**src/rtl/adder_arbiter.sv**
```systemverilog
// Round-robin front end sharing one external pipelined 8-bit adder between NUM_REQ requesters.
// Optional per-requester grant counters are compiled in with `define ADDER_ARB_STATS_EN.
module adder_arbiter #(
    parameter int NUM_REQ = 4,
    parameter int ID_W    = 2,
    parameter int ADD_LAT = 1
) (
    input  logic                 clk_i,
    input  logic                 reset_i,
    input  logic                 hold_i,
    input  logic [NUM_REQ-1:0]   req_valid_i,
    input  logic [NUM_REQ*8-1:0] req_a_i,
    input  logic [NUM_REQ*8-1:0] req_b_i,
    output logic [NUM_REQ-1:0]   req_ready_o,
    output logic [7:0]           add_a_o,
    output logic [7:0]           add_b_o,
    input  logic [7:0]           add_res_i,
    output logic                 rsp_valid_o,
    output logic [ID_W-1:0]      rsp_id_o,
    output logic [7:0]           rsp_data_o,
    output logic                 busy_o
`ifdef ADDER_ARB_STATS_EN
    ,
    input  logic                  stats_clr_i,
    output logic [NUM_REQ*16-1:0] grant_cnt_o
`endif
);

    logic [ID_W-1:0]    ptr;
    logic [ID_W-1:0]    gnt_id;
    logic               gnt_vld;
    logic [NUM_REQ-1:0] gnt;

    // Scan from the pointer with wrap; first valid requester wins.
    always_comb begin
        gnt     = '0;
        gnt_vld = 1'b0;
        gnt_id  = '0;
        for (int i = 0; i < NUM_REQ; i++) begin
            if (!gnt_vld && req_valid_i[(int'(ptr) + i) % NUM_REQ]) begin
                gnt_vld = 1'b1;
                gnt_id  = ID_W'((int'(ptr) + i) % NUM_REQ);
            end
        end
        if (hold_i || !reset_i) gnt_vld = 1'b0;
        if (gnt_vld) gnt[gnt_id] = 1'b1;
    end

    assign req_ready_o = gnt;

    // Tag pipeline: stage k holds the op whose operands were issued k+1 cycles ago.
    logic [ADD_LAT:0]           vld_pipe;
    logic [ADD_LAT:0][ID_W-1:0] id_pipe;

    always_ff @(posedge clk_i or negedge reset_i) begin
        if (!reset_i) begin
            ptr      <= '0;
            add_a_o  <= '0;
            add_b_o  <= '0;
            vld_pipe <= '0;
            id_pipe  <= '0;
        end else begin
            vld_pipe   <= {vld_pipe[ADD_LAT-1:0], gnt_vld};
            id_pipe[0] <= gnt_id;
            for (int k = 1; k < ADD_LAT; k++) id_pipe[k] <= id_pipe[k-1];
            // Last stage only loads on a valid op so rsp_id_o holds between responses.
            if (vld_pipe[ADD_LAT-1]) id_pipe[ADD_LAT] <= id_pipe[ADD_LAT-1];
            if (gnt_vld) begin
                add_a_o <= req_a_i[8*gnt_id +: 8];
                add_b_o <= req_b_i[8*gnt_id +: 8];
                ptr     <= (gnt_id == ID_W'(NUM_REQ - 1)) ? '0 : gnt_id + ID_W'(1);
            end
        end
    end

    assign rsp_valid_o = vld_pipe[ADD_LAT];
    assign rsp_id_o    = id_pipe[ADD_LAT];
    assign rsp_data_o  = add_res_i;
    assign busy_o      = |vld_pipe;

`ifdef ADDER_ARB_STATS_EN
    logic [NUM_REQ-1:0][15:0] cnt;

    always_ff @(posedge clk_i or negedge reset_i) begin
        if (!reset_i) begin
            cnt <= '0;
        end else begin
            for (int i = 0; i < NUM_REQ; i++) begin
                if (stats_clr_i) cnt[i] <= '0;
                else if (gnt[i] && cnt[i] != 16'hFFFF) cnt[i] <= cnt[i] + 16'd1;
            end
        end
    end

    assign grant_cnt_o = cnt;
`endif

endmodule
```
**config.mk**
```make
export PLATFORM = sky130hd
export DESIGN_NAME = adder_arbiter
export DESIGN_NICKNAME = d
export VERILOG_FILES = /design/src/rtl/adder_arbiter.sv
export SDC_FILE = /design/constraint.sdc
export NUM_CORES = 1
export LEC_CHECK = 0
export ABC_CLOCK_PERIOD_IN_PS = 2900
export CORE_MARGIN = 2
export CORE_UTILIZATION = 37
export DETAILED_ROUTE_END_ITERATION = 8
export GPL_TIMING_DRIVEN = 0
export HOLD_SLACK_MARGIN = 0.08
export PLACE_DENSITY_LB_ADDON = 0.3
export SLEW_MARGIN = 0
export SYNTH_ARGS = -nofsm -noshare
export SYNTH_HDL_FRONTEND = slang
export SYNTH_SLANG_ARGS = --single-unit
```
**constraint.sdc**
```tcl
create_clock -name clk_i -period 2.9 [get_ports clk_i]
set_input_delay 0.58 -clock clk_i [delete_from_list [all_inputs] [get_ports clk_i]]
set_output_delay 0.58 -clock clk_i [all_outputs]
set_load 0.01 [all_outputs]
```
== Yosys cells after proc, flatten, opt, wreduce, memory -nomap -nowiden ==
Cells that the tools add are included.
Cells by class
  magnitude comparators: 6
  shifts and indexed selects: 2
  reductions and logical operators: 13
  mux-type cells: 24
  equality and inequality tests: 1
  add/subtract/negate cells: 4
  bitwise logic cells: 3
Operators by type and width (count)
  $shiftx 32x6->8: 2
  $mux 1: 13
  $lt 3x4->1 const B: 3
  $mux 2: 5
  $bmux 1 s2: 4
  $reduce_or 2->1: 4
  $lt 2x3->1 const B: 2
  $add 2x1->2 const B: 2
  $add 2x2->2 const B: 2
  $logic_and 1x1->1: 4
  $logic_not 1->1: 4
  $mux 4: 1
  $and 1x1->1 const A: 3
  $demux 1 s2: 1
  $eq 2x2->1 const B: 1
  $ge 2x1->1 const B: 1
  $logic_or 1x1->1: 1
Word-level totals
  input bits: 79
  output and inout bits: 32
  register bits: 24

== Depth between registers and ports, before layout ==
Gate-level depths: netlist (run 1).
  depth after elaboration: 19
  gate-level depth with buffers: 7

== Worst setup path before layout (run 1) ==
Ideal clock, no wire load.
  path type: in2out
  from: input port req_valid_i[3]
  to: output port req_ready_o[0]
  path slack: 0.605 ns
  stages on the path: 6
  arrival time: 1.715 ns
  data required time: 2.320 ns
  path buffers: 2
  cell sequence: mux2i_1 o2bb2ai_2 buf_2 clkbuf_1 nor2_1 nor3_1
On the way
  longest elaborated chain between the ends: 17
  elaborated cells between the ends (all ways): 32
  those cells by class: order compare (2); mux (23); reduce/logical (7)
RTL lines
  start: declaration: line 11  | input logic [NUM_REQ-1:0] req_valid_i,
  $bmux 1 s2: line 40  | if (!gnt_vld && req_valid_i[(int'(ptr) + i) % NUM_REQ]) begin
  $mux 1 (implied by the code): line 40
  $mux 1: line 40
  $logic_not 1->1: line 40
  $logic_and 1x1->1: line 40
  $mux 1: line 40
  $logic_not 1->1: line 40
  $logic_and 1x1->1: line 40
  $mux 1: line 40
  $logic_not 1->1: line 40
  $logic_and 1x1->1: line 40
  $mux 2: line 40
  $lt 2x3->1 (implied by the code) or $ge 2x1->1 (tied branches): line 46  | if (gnt_vld) gnt[gnt_id] = 1'b1;
  $logic_and 1x1->1 (implied by the code): line 46
  $mux 1 (implied by the code): line 46
  $demux 1 s2: line 46
  $mux 4 *: line 46
  end: declaration: line 14  | output logic [NUM_REQ-1:0] req_ready_o,
Mark *: on every way between the ends. The rest lies on a longest branch, timed or not. The select of a mux whose other input is x is not followed.

== Worst setup path in the final report (run 1) ==
  from: input port req_valid_i[0]
  to: output port req_ready_o[0]
Same word-level chain as after synthesis.

==> results of run 1 <==
worst max-delay path, stage by stage:
cell and delay (ns):
dlygate4sd2_1 0.30, or4_4 0.57, nand3b_4 0.13, buf_6 0.15, nor3_1 0.06, clkdlybuf4s50_1 0.49
power by group through the flow:
| stage | clock [mW] | combinational [mW] | sequential (mW) |
|---|---|---|---|
| floorplan | 0 | 0.437 | 0.563 |
| global placement | 0 | 0.880 | 0.531 |
| detailed placement | 0 | 0.895 | 0.533 |
| CTS | 0.202 | 0.901 | 0.531 |
| global route | 0.214 | 1.00 | 0.559 |
| finish | 0.199 | 0.923 | 0.540 |
layout make-up:
type | count | share of cell area [%]
timing repair buffer | 104 | 37.2
multi-input combinational | 115 | 31.8
sequential | 24 | 21.8
buffer | 19 | 5.27
tap | 50 | 2.27
clock buffer | 3 | 1.50
inverter | 1 | 0.136
metrics by stage:
stage | TNS, ns | setup slack (ns)
floorplan | 0 | 0.605
global placement | -5.64 | -1.08
detailed placement | -6.14 | -1.10
CTS | 0 | 0.00768
global route | -0.00918 | -0.00918
finish | 0 | 0.0338
worst paths after layout:
| check | startpoint | end | slack (ns) | cells after the start |
|---|---|---|---|---|
| worst max-delay path | req_valid_i[0] | req_ready_o[0] | 0.03 | 6 |
| worst min-delay path | reset_i | add_b_o[4]$_DFFE_PN0P_ | 0.21 | 1 |
| worst max register to register | ptr[0]$_DFFE_PN0P_ | add_b_o[5]$_DFFE_PN0P_ | 0.83 | 6 |
| worst min register to register | vld_pipe[0]$_DFF_PN0_ | vld_pipe[1]$_DFF_PN0_ | 0.47 | 0 |
| max in group asynchronous | reset_i | ptr[1]$_DFFE_PN0P_ | 2.41 | 1 |
| min in group clk_i | vld_pipe[0]$_DFF_PN0_ | vld_pipe[1]$_DFF_PN0_ | 0.47 | 0 |
registers in the layout, summed over array words and instances, names as in the netlist:
signal,flops
ptr,2
add_a_o,8
add_b_o,8
vld_pipe,2
id_pipe,2
rsp_id_o,2
timing repair:
item	CTS	global route
gates resized for setup	19	9
pin swaps	1	0
setup buffers	1	1
hold endpoints to repair	0	0
endpoints found under the setup margin	4	2
logic make-up (layout without fill, tap and decap cells):
family | count (synthesis) | after routing | synth area share, %
buffers and inverters | 22 | 127 | 9.25
DFF | 24 | 24 | 37.6
muxes | 19 | 19 | 13.3
and+or+nand+nor | 37 | 37 | 13.8
AOI/OAI and AO/OA | 58 | 58 | 25.2
adders and majority gates | 1 | 1 | 0.784
layer usage:
metal  vias up  part of all wire, %
li1        812                    -
met3         2                  9.4
met2        87                   48
met1       788                   42
met5         -                    0
met4         0                 0.37
cells in the final DEF, fill, tap and decap left out, types with 3 or more instances in the layout:
master / instances
a21oi_1: 19
a221o_1: 16
buf_4: 13
buf_6: 3
clkbuf_1: 3
clkbuf_8: 3
clkdlybuf4s50_1: 94
dfrtp_1: 23
dlygate4sd2_1: 4
mux2_2: 18
nand2_1: 5
nand3_1: 16
nor2_1: 4
o21ai_0: 17
==> impl_metrics.env, run 1 <==
export IMPL_final_nets=348
export IMPL_fmax_ghz=0.349
export IMPL_grt_most_used_layer="met2"
export IMPL_grt_max_degree=26
export IMPL_whs_ns=0.207
export IMPL_cts_num_sinks=24
export IMPL_synth_edf_count=0
export IMPL_synth_top_cells_by_count="dfrtp_1 (24), a21oi_1 (20), mux2_2 (18)"
export IMPL_internal_power_mw=1.09
export IMPL_utilization_pct=67.4
export IMPL_grt_pass1_vias=1732
export IMPL_setup_viol=0
export IMPL_regArea_um2=602
export IMPL_period_needed_ns=2.87
export IMPL_synth_area_um2=1600
export IMPL_core_um2=4090
export IMPL_power_density_nw_per_um2=603
export IMPL_ys_seq_area_share_pct=37.6
export IMPL_yosysTopAreaCell="dfrtp_1"
export IMPL_wire_per_inst_um=16.2
export IMPL_synth_seq_cells=24
export IMPL_synth_cells=161
export IMPL_placed_cells=313
export IMPL_routed_wl_um=5120
export IMPL_vias=1689
export IMPL_fp_dieArea_um2=4850
export IMPL_fin_crit_sh_pct=98.8
export IMPL_syn_num_nets=241
export IMPL_combPwrFrac_pct=55.5
export IMPL_layout_cells_non_filler=316
export IMPL_switchingPower_uw=570
export IMPL_diodes=0
export IMPL_cp_end_kind="output pin"
export IMPL_io_buffers=102
export IMPL_synth_top_cell_area_share_pct=37.6
export IMPL_clk_latency_ns=0.26
export IMPL_placed_area_um2=2680
export IMPL_ys_flop_type="dfrtp_1"
export IMPL_syn_to_final_growth_pct=72.7
export IMPL_grt_antenna_before_repair=0
export IMPL_die_height_um=69.7
export IMPL_grt_pass1_wl_um=8340
export IMPL_arrival_ns=2.29
export IMPL_sw_frac_of_total_pct=34.3
export IMPL_gp_congestion=0.826
export IMPL_cts_hold_buffers_added=0
export IMPL_grt_use_met1_pct=28.1
export IMPL_drc_errors=0
export IMPL_htreeDepth=1
export IMPL_ios=111
export IMPL_worst_slew_pin_slew_ns=0.555
export IMPL_cts_tree="built"
export IMPL_grt_use_total_pct=21.3
export IMPL_multi_input_area_um2=876
export IMPL_cts_buffer_depth=2
export IMPL_die_x_um=69.7
export IMPL_std_cell_rows=23
export IMPL_drive_gt1_share_pct=20.3
export IMPL_overflow=0
export IMPL_path_class="input pin to output pin"
export IMPL_final_area_um2=2760
export IMPL_ir_drop_uv=247
export IMPL_place_hpwl_um=3810
export IMPL_ant_nets=0
export IMPL_gr_usage_met2_pct=34.7
export IMPL_leakage_nw=1.12
export IMPL_async_flop_share_pct=100
export IMPL_yosysUniqueCellTypes=31
export IMPL_start_kind="input pin"
export IMPL_start_util_pct=39.0
export IMPL_yosysWarnings=0
export IMPL_numCtsBuffers=3
export IMPL_cts_root_buf="clkbuf_8"
export IMPL_slew_violations=0
export IMPL_p_seq_share_pct=32.5
export IMPL_synthTopCellsByArea="dfrtp_1 (38%), mux2_2 (13%), a221o_1 (10%)"
export IMPL_hold_viol=0
export IMPL_cts_clk_slew_worst_paths_ns=0.09
export IMPL_first_iter_violations=83
export IMPL_firstDrtPassIters=4
export IMPL_required_ns=2.32
export IMPL_fill_cells=351
export IMPL_power_frac_clock_pct=12.0
export IMPL_via_per_inst=5.34
export IMPL_power_mw=1.66
export IMPL_worst_path_max_fanout=10
export IMPL_slew_headroom_pct=62.9
export IMPL_synth_most_common_cell="dfrtp_1"
export IMPL_synth_avg_cell_area_um2=9.91
export IMPL_finClkSkew_ns=0.00278
export IMPL_run_status="finished clean"
export IMPL_use_met3_pct=5.67
export IMPL_maxCapViolations=0
export IMPL_hp_class="input pin to asynchronous set/reset pin"
Power figures use the tool's default switching activity.
==> run 2: changes to the inputs <==
--- a/config.mk
+++ b/config.mk
@@ -5,9 +5,12 @@
 export SDC_FILE = /design/constraint.sdc
 export NUM_CORES = 1
 export LEC_CHECK = 0
-export ABC_CLOCK_PERIOD_IN_PS = 2900
+export ABC_CLOCK_PERIOD_IN_PS = 3310
+export CAP_MARGIN = 20
+export CELL_PAD_IN_SITES_DETAIL_PLACEMENT = 1
+export CELL_PAD_IN_SITES_GLOBAL_PLACEMENT = 1
 export CORE_MARGIN = 2
-export CORE_UTILIZATION = 37
+export CORE_UTILIZATION = 27
 export DETAILED_ROUTE_END_ITERATION = 8
 export GPL_TIMING_DRIVEN = 0
 export HOLD_SLACK_MARGIN = 0.08
==> constraint.sdc (replaced) <==
create_clock -name clk_i -period 3.31 [get_ports clk_i]
set_input_delay 0.662 -clock clk_i [delete_from_list [all_inputs] [get_ports clk_i]]
set_output_delay 0.662 -clock clk_i [all_outputs]
set_load 0.01 [all_outputs]
==> run 2 against run 1 <==
Routed wire length up 12%; power down 12%; clock skew up 0.0016 ns; sequential cell count unchanged; core utilization down 18 points; critical endpoint unchanged; largest cell class unchanged.
==> impl_metrics.env, run 2 (synthesis gave the netlist of run 1 again) <==
export IMPL_run_status="finished clean"
export IMPL_die_height_um=80.9
export IMPL_start_kind="input pin"
export IMPL_setup_viol=0
export IMPL_firstDrtPassIters=4
export IMPL_diodes=0
export IMPL_hold_viol=0
export IMPL_grt_most_used_layer="met2"
export IMPL_std_cell_rows=27
export IMPL_cts_root_buf="clkbuf_8"
export IMPL_fmax_ghz=0.308
export IMPL_ant_nets=0
export IMPL_grt_pass1_wl_um=9270
export IMPL_r2r_end="add_b_o[5]$_DFFE_PN0P_"
export IMPL_layout_cells_non_filler=339
export IMPL_slew_headroom_pct=57.8
export IMPL_rsz0062_at_grt="false"
export IMPL_path_cells="dlygate4sd2_1 > mux2i_1 > o2bb2ai_2 > buf_4 > nor2_1 > nor3_1 > clkdlybuf4s50_1"
export IMPL_slew_violations=0
export IMPL_gr_usage_met2_pct=31.7
export IMPL_worst_slew_pin_slew_ns=0.631
export IMPL_r2r_start="ptr[1]$_DFFE_PN0P_"
export IMPL_cts_hold_buffers_added=0
export IMPL_io_buffers=102
export IMPL_first_iter_violations=65
export IMPL_leakage_nw=1.14
export IMPL_slowest_delay_ns=0.59
export IMPL_routed_wl_um=5740
export IMPL_required_ns=2.65
export IMPL_via_per_inst=5.13
export IMPL_crit_family="buffers and inverters"
export IMPL_power_mw=1.47
export IMPL_fin_crit_sh_pct=98.1
export IMPL_cts_tree="built"
export IMPL_arrival_ns=2.58
export IMPL_final_common_cell="clkdlybuf4s50_1"
export IMPL_grt_use_met1_pct=22.4
export IMPL_cts_buffer_depth=2
export IMPL_hp_class="input pin to asynchronous set/reset pin"
export IMPL_fp_dieArea_um2=6540
export IMPL_worst_path_max_fanout=19
export IMPL_placed_cells=336
export IMPL_core_um2=5610
export IMPL_power_density_nw_per_um2=525
export IMPL_use_met3_pct=4.22
export IMPL_maxCapViolations=0
export IMPL_grt_use_total_pct=18.2
export IMPL_clk_latency_ns=0.27
export IMPL_cts_clk_slew_worst_paths_ns=0.08
export IMPL_path_class="input pin to output pin"
export IMPL_cp_end_kind="output pin"
export IMPL_syn_to_final_growth_pct=75.2
export IMPL_period_needed_ns=3.25
export IMPL_grt_antenna_before_repair=0
export IMPL_finClkSkew_ns=0.00435
export IMPL_top_regs="add_a_o: 8 flops, add_b_o: 8 flops"
export IMPL_ir_drop_uv=233
export IMPL_wire_per_inst_um=16.9
export IMPL_place_hpwl_um=4600
export IMPL_grt_pass1_vias=1905
export IMPL_htreeDepth=1
export IMPL_ios=111
export IMPL_numCtsBuffers=3
export IMPL_cts_num_sinks=24
export IMPL_slowest_stage="clkdlybuf4s50_1"
export IMPL_gp_congestion=0.805
export IMPL_vias=1739
export IMPL_start_util_pct=28.4
export IMPL_crit_buf_inv=3
export IMPL_reg2regPathDepth=6
export IMPL_final_nets=348
export IMPL_final_cell_mix="clkdlybuf4s50_1 (96), dfrtp_1 (24), a21oi_1 (20)"
export IMPL_die_x_um=80.9
export IMPL_grt_max_degree=20
export IMPL_overflow=0
export IMPL_whs_ns=0.374
export IMPL_drive_gt1_share_pct=19.1
export IMPL_drc_errors=0
export IMPL_rrSetupSlack_ns=1.28
run 2: metrics by stage:
stage               util (%)  setup WS, ns  setup TNS (ns)  area, µm²
finish                  49.8        0.0632               0       2800
global route            49.8      0.000780               0       2800
CTS                     49.8      0.000350               0       2790
detailed placement      48.8        -0.554           -1.76       2730
global placement        48.3        -0.925           -3.08       2710
floorplan                  -         0.851               0       1600
run 2: how the worst max path moves through the flow:
stage                   startpoint              to  slack, ns  cells after the start
floorplan           req_valid_i[3]  req_ready_o[0]       0.85                      6
global placement           reset_i  req_ready_o[2]      -0.93                      7
detailed placement  req_valid_i[3]  req_ready_o[0]      -0.55                      8
CTS                 req_valid_i[1]  req_ready_o[2]     0.0003                      8
global route        req_valid_i[3]  req_ready_o[1]     0.0008                      6
finish              req_valid_i[3]  req_ready_o[0]       0.06                      7
run 2: final cells by class:
type | instances | area, µm²
sequential | 24 | 601
buffer | 19 | 138
tap | 72 | 90.1
inverter | 1 | 3.75
multi-input combinational | 115 | 853
clock buffer | 4 | 55.1
timing repair buffer | 104 | 1050
fill | 659 | 2810
run 2: timing repair:
| item | CTS | global route |
|---|---|---|
| endpoints found under the setup margin | 4 | 3 |
| gates resized for setup | 9 | 2 |
| buffers inserted | 1 | 0 |
| pin swaps | 1 | 0 |
run 2: report_power, final:
group          switching (mW)  internal (mW)
clock network          0.0962          0.106
logic                   0.338          0.463
registers              0.0687          0.396
total                   0.503          0.965
run 2: per-layer routing:
| layer | wire length (µm) | share of wire (%) |
|---|---|---|
| met1 | 2400 | 42 |
| met2 | 2880 | 50 |
| met3 | 413 | 7.2 |
| met4 | 44 | 0.77 |
| met5 | 0 | 0 |
